===== src/rtl/seq_frame_tx.sv =====
// seq_frame_tx: serial transmitter for a 10-bit word.
// The line idles high. Each frame is a start bit (0), the data bits LSB first,
// an optional even-parity bit, and a stop bit (1).
// Every bit lasts CLKS_PER_BIT clocks.
// Define SEQ_FRAME_TX_PARITY_EN to add the parity bit (13-bit frame).
// Without it the frame has 12 bits.
// o_frame_done pulses in the last stop cycle and is meant to advance an upstream counter.
// That counter feeds i_data.
// All outputs are registered from the next-state values, so no input reaches an output
// combinationally.
module seq_frame_tx #(
  parameter int CLKS_PER_BIT = 16
) (
  input  logic       i_clk,
  input  logic       i_reset,
  input  logic       i_enable,
  input  logic [9:0] i_data,
  output logic       o_frame_done,
  output logic       o_tx,
  output logic       o_busy
);

  localparam logic [15:0] LAST_CNT = 16'(CLKS_PER_BIT - 1);
  localparam logic [3:0]  LAST_IDX = 4'd9;

`ifdef SEQ_FRAME_TX_PARITY_EN
  typedef enum logic [2:0] {
    IDLE   = 3'd0,
    START  = 3'd1,
    DATA   = 3'd2,
    PARITY = 3'd3,
    STOP   = 3'd4
  } state_t;

  // Even parity over the latched word: XOR of all ten bits.
  function automatic logic even_parity(input logic [9:0] word);
    return ^word;
  endfunction
`else
  typedef enum logic [2:0] {
    IDLE  = 3'd0,
    START = 3'd1,
    DATA  = 3'd2,
    STOP  = 3'd4
  } state_t;
`endif

  state_t      state_r, state_s;
  logic [15:0] cnt_r, cnt_s;
  logic [3:0]  idx_r, idx_s;
  logic [9:0]  word_r, word_s;
  logic        tx_r, tx_s;
  logic        done_r, done_s;
  logic        busy_r, busy_s;
  logic        bit_end_s;

  // Next-state, bit timing and next-cycle output values.
  always_comb begin
    state_s   = state_r;
    cnt_s     = cnt_r + 16'd1;
    idx_s     = idx_r;
    word_s    = word_r;
    bit_end_s = (cnt_r == LAST_CNT);

    case (state_r)
      IDLE: begin
        cnt_s = 16'd0;
        if (i_enable) begin
          word_s  = i_data;
          state_s = START;
        end else begin
          word_s = word_r;
        end
      end
      START: begin
        if (bit_end_s) begin
          cnt_s   = 16'd0;
          idx_s   = 4'd0;
          state_s = DATA;
        end else begin
          state_s = START;
        end
      end
      DATA: begin
        if (bit_end_s) begin
          cnt_s = 16'd0;
          if (idx_r == LAST_IDX) begin
            idx_s = 4'd0;
`ifdef SEQ_FRAME_TX_PARITY_EN
            state_s = PARITY;
`else
            state_s = STOP;
`endif
          end else begin
            idx_s = idx_r + 4'd1;
          end
        end else begin
          state_s = DATA;
        end
      end
`ifdef SEQ_FRAME_TX_PARITY_EN
      PARITY: begin
        if (bit_end_s) begin
          cnt_s   = 16'd0;
          state_s = STOP;
        end else begin
          state_s = PARITY;
        end
      end
`endif
      STOP: begin
        if (bit_end_s) begin
          cnt_s   = 16'd0;
          state_s = IDLE;
        end else begin
          state_s = STOP;
        end
      end
      default: begin
        cnt_s   = 16'd0;
        idx_s   = 4'd0;
        state_s = IDLE;
      end
    endcase

    // Outputs for the coming cycle, derived from where the FSM is going.
    case (state_s)
      IDLE:    tx_s = 1'b1;
      START:   tx_s = 1'b0;
      DATA:    tx_s = word_s[idx_s];
`ifdef SEQ_FRAME_TX_PARITY_EN
      PARITY:  tx_s = even_parity(word_s);
`endif
      STOP:    tx_s = 1'b1;
      default: tx_s = 1'b1;
    endcase
    busy_s = (state_s != IDLE);
    done_s = (state_s == STOP) && (cnt_s == LAST_CNT);
  end

  // State, timing and output registers; reset wins over everything.
  always_ff @(posedge i_clk) begin
    if (i_reset) begin
      state_r <= IDLE;
      cnt_r   <= 16'd0;
      idx_r   <= 4'd0;
      word_r  <= 10'd0;
      tx_r    <= 1'b1;
      done_r  <= 1'b0;
      busy_r  <= 1'b0;
    end else begin
      state_r <= state_s;
      cnt_r   <= cnt_s;
      idx_r   <= idx_s;
      word_r  <= word_s;
      tx_r    <= tx_s;
      done_r  <= done_s;
      busy_r  <= busy_s;
    end
  end

  assign o_tx         = tx_r;
  assign o_frame_done = done_r;
  assign o_busy       = busy_r;

endmodule


===== config.mk =====
export PLATFORM = sky130hd
export DESIGN_NAME = seq_frame_tx
export DESIGN_NICKNAME = d
export VERILOG_FILES = /design/src/rtl/seq_frame_tx.sv
export SDC_FILE = /design/constraint.sdc
export NUM_CORES = 1
export LEC_CHECK = 0
export BUFFER_PORTS_ARGS = -buffer_cell sky130_fd_sc_hd__buf_4
export CAP_MARGIN = 20
export CELL_PAD_IN_SITES_DETAIL_PLACEMENT = 1
export CELL_PAD_IN_SITES_GLOBAL_PLACEMENT = 2
export CORE_AREA = 2 2 73 75
export DETAILED_ROUTE_END_ITERATION = 16
export DIE_AREA = 0 0 75 77
export PLACE_DENSITY = 0.91
export SYNTH_ARGS = -nofsm -noshare
export SYNTH_HDL_FRONTEND = slang
export SYNTH_SLANG_ARGS = --single-unit

===== constraint.sdc =====
create_clock -name i_clk -period 3.5 [get_ports i_clk]
set_clock_uncertainty 0.05 [all_clocks]
set_input_delay 0.7 -clock i_clk [delete_from_list [all_inputs] [get_ports i_clk]]
set_output_delay 0.7 -clock i_clk [all_outputs]
set_load 0.01 [all_outputs]

* After elaboration in Yosys (flattened, before gate mapping)
Index checks and enable logic that the tools add are counted.
Word-level totals: bits in registers 36, output and inout port bits 3
Operators by class: $add $sub $neg 2, $lt $le $gt $ge 1, equal/unequal tests 9, multiplexer cells 17, reductions and logical operators 5
Operator list (number):
- $eq A16 B4 Y1 const B | 2
- $mux W16 | 2
- $mux W10 | 2
- $add A16 B1 Y16 const B | 1
- $mux W3 | 4
- $mux W4 | 3
- $pmux W3 S4 | 1
- $pmux W4 S3 | 1
- $eq A3 B1 Y1 const B | 2
- $eq A3 B2 Y1 const B | 2
- $eq A3 B3 Y1 const B | 2
- $lt A4 B5 Y1 const B | 1
- $add A4 B1 Y4 const B | 1
- $bmux W1 S4 | 1
- $eq A4 B4 Y1 const B | 1
- $logic_not A3 Y1 | 1
- $reduce_bool A3 Y1 | 1
- $reduce_or A3 Y1 | 1
- $mux W2 | 1
- $pmux W1 S2 | 1
- $reduce_or A2 Y1 | 1
- $logic_and A1 B1 Y1 | 1
- $mux W1 | 1

* Logic depth before layout (Yosys ltp)
depth after elaboration 7, depth in mapped cells 10, depth with buffers taken out 9

* Worst setup path after synthesis
No wires, ideal clock.
path kind reg2reg, from register cnt_r[0], to register tx_r (netlist: o_tx), arrival time 2.026 ns, required time 3.334 ns, slack 1.308 ns, cell stages (with the launch flop) 11, buffers on the path 1, path through dfxtp_1 -> ha_1 -> and3_4 -> and4_1 -> buf_6 -> or3_4 -> nand3_4 -> mux2i_1 -> mux2i_1 -> mux2i_1 -> a31o_1
On the way: longest elaborated chain between the ends 6
RTL lines:
- from (decl) | line 49 | logic [15:0] cnt_r, cnt_s;
- from (signal assigned) | line 153 | cnt_r <= cnt_s;
- $eq A16 B4 Y1 * | line 63 | bit_end_s = (cnt_r == LAST_CNT);
- $mux W4, on equally long branches | line 85, 76
- $pmux W4 S3 | line 65 | case (state_r)
- $bmux W1 S4 | line 130 | DATA: tx_s = word_s[idx_s];
- $mux W1 (implied by the code) | line 130
- $pmux W1 S2 * | line 127 | case (state_s)
- to (signal assigned) | line 156 | tx_r <= tx_s;
- to (decl) | line 52 | logic tx_r, tx_s;
Every way passes the cells marked *; elsewhere a longest branch is shown, timed or not. The select of a mux whose other input is x is not followed. A chain may end at the register's enable or synchronous reset.

* Worst setup path in the final report
Ends and elaborated chain as after synthesis.

==> results.toml <==
[logic_synthesis]
synth_edf_count = 0
ys_seq_area_frac = 0.382
synth_area_leader_cell = "dfxtp_1"
synth_top_cell_area_share = 0.382
synthTopCellsByArea = "dfxtp_1, mux2i_1, nor2_1"
syn_area_sq_um = 1890
ys.warnings.count = 0
syn_avg_cell_area_sq_um = 8.85
synth-async-reset-ratio = 0
yosysUniqueCellTypes = 43
synth-main-ff-cell = "dfxtp_1"
synth_cells = 213
ys_ff_latch = 36
synth_fp_nets = 227

[grt]
antenna_found_initial = 0
grt_overflow = 0
first_global_vias = 1430
grt_max_degree = 20
grt_pass1_wl_um = 6890
grt_use_total = 0.154

[drt]
wirelength_um = 3930
detail_route.wl_per_cell_um = 13.4
vias = 1464
drtAntennaViolNets = 0
vias_per_cell = 4.98
drt_pre_antenna_iters = 4
drt_iter0_markers = 68
route.detailed.drc = 0

[sta]
rsz0062_at_grt = "false"
setup_viol = 0
period_needed_ps = 2370
fin_setup_tns_ps = 0
slew_headroom = 0.602
hold_violations = 0
worstMarginPinSlew_ps = 592
max_freq_mhz = 422
fin_crit_sh = 0.677
drv_slew = 0

[clock_tree]
clock-root-buffer = "clkbuf_8"
hold_buffers = 0
cts_made_buffers = 5
post_cts_buffers = 0
htree_levels = 2
path_clk_slew_ps = 80
insertion_delay_ps = 280
cts_sinks = 36
cts.repair.resized = 0
clockBufferDepth = 2
cts_tree = "done"

[floorplan]
rows = 26
core_region_area_sq_um = 4980
dieArea_sq_um = 5780
start_util = 0.379
io-pin-count = 16
die_w_um = 75
die_y_um = 77

[min_path]
hold_depth = 1
hp-class = "reg -> reg"

[worst_setup_path]
arrival_ps = 2510
cp_max_fo = 7
critPathSlowestCell = "and4_1"
cp-end-kind = "flip-flop"
crit_required_ps = 3640
crit_chain = "ha_1 > and3_4 > and4_1 > o22ai_4 > o22ai_1 > mux2i_1 > o22ai_1 > a31o_1"
crit_type = "reg -> reg"
slowest_delay_ps = 420
worst_path_most_repeated_cell = "o22ai_1"
worst_setup_path_start_kind = "flip-flop"
rrSetupSlack_ps = 1130
r2r.worst_path.cells = 8

[placed_design]
place_inst = 286
io_buffer_count = 15
place_congestion = 0.751
hpwl_um = 2810

[pwr]
power-per-cell-area_nw_per_um2 = 398
irDropWorstVdd_mv = 0.171
cellLeakagePower_nw = 0.800

[cells_and_area]
instances_no_fill = 294
area_delta_synth_final_pct = 11.9
post-route-util = 0.424
final_nets = 237
drive_above_1_share = 0.170
diodes = 0

[flow_run]
max_cap_viol_count = 0

[run_status]
status = "complete, no violations"
flip-flops by register name (all words and copies together), names as in the netlist:
signal        count
cnt_r            16
word_r           10
idx_r             4
state_r           3
o_busy            1
o_frame_done      1
o_tx              1
synth_stat cells (all sizes together), types with 2 or more instances:
cell	count
nor2	42
dfxtp	36
mux2i	19
nand2	14
nand3	10
xnor2	9
buf	8
nor3	7
xor2	7
inv	6
o21ai	6
or3	6
clkbuf	5
nand4	5
nor4	5
a31oi	4
a21oi	3
and4	3
o22ai	3
and3	2
nor3b	2
or2	2
routing by layer:
layer | track usage | vias to the layer above | routed length (um)
met5 | 0 | - | 0
met2 | 0.241 | 16 | 1850
li1 | - | 754 | -
met3 | 0.0394 | 5 | 91
met1 | 0.205 | 689 | 1950
met4 | 0.0429 | 0 | 38
worst paths after layout:
path	startpoint	endpoint
setup / recovery	cnt_r[0]	o_tx
hold / removal	cnt_r[0]	cnt_r[0]
setup reg to reg	cnt_r[0]	o_tx
hold reg to reg	cnt_r[0]	cnt_r[0]
layout make-up:
cell class,instances,area [sq um]
multi-input combinational,158,1070
sequential,36,721
clock buffer,6,82.6
inverter,6,22.5
clock inverter,2,10.0
tap,70,87.6
timing repair buffer,16,120
fill,608,2870
where the power goes:
group          internal [mW]  switching [mW]  leakage (nW)
Sequential             0.422         0.00688         0.293
Combinational         0.0529          0.0494         0.456
Clock                  0.157           0.152        0.0510
Total                  0.632           0.208         0.800
layout by cell type (no fill, tap or decap), drive strengths merged, types with 4 or more instances in the layout:
master,instances
xnor2,9
inv,6
o21ai,6
xor2,7
dfxtp,36
nand3,10
or3,6
clkbuf,6
a31oi,4
nor2,42
mux2i,19
nor3,7
nand4,5
buf,16
nor4,5
nand2,14
cell families after synthesis:
group           after synthesis  synth area share
xor+xnor                     16            0.0743
fa+ha+maj                     1           0.00663
mux                          19             0.101
compound gates               21            0.0889
buf+inv                      19            0.0551
flops                        36             0.382
simple gates                101             0.292
metrics by stage:
stage	total power, mW	area [sq um]	hold slack [ps]	worst slack, ps
3_3_place_gp	0.541	2020	397	1190
4_1_cts	0.854	2110	423	1110
3_5_place_dp	0.542	2020	406	1140
2_1_floorplan	0.515	1890	380	1310
5_1_grt	0.881	2110	460	929
6_report	0.841	2110	412	1130
worst max-delay path, delay by kind of cell (launching register included):
family                   cells  cell delay (ps)
AO/OA/AOI/OAI                4              770
adder cells (fa/ha/maj)      1              220
flip-flops                   1              370
multiplexers                 1              230
AND/OR/NAND/NOR              2              630
Note: power is estimated with default switching activity, not from simulation.
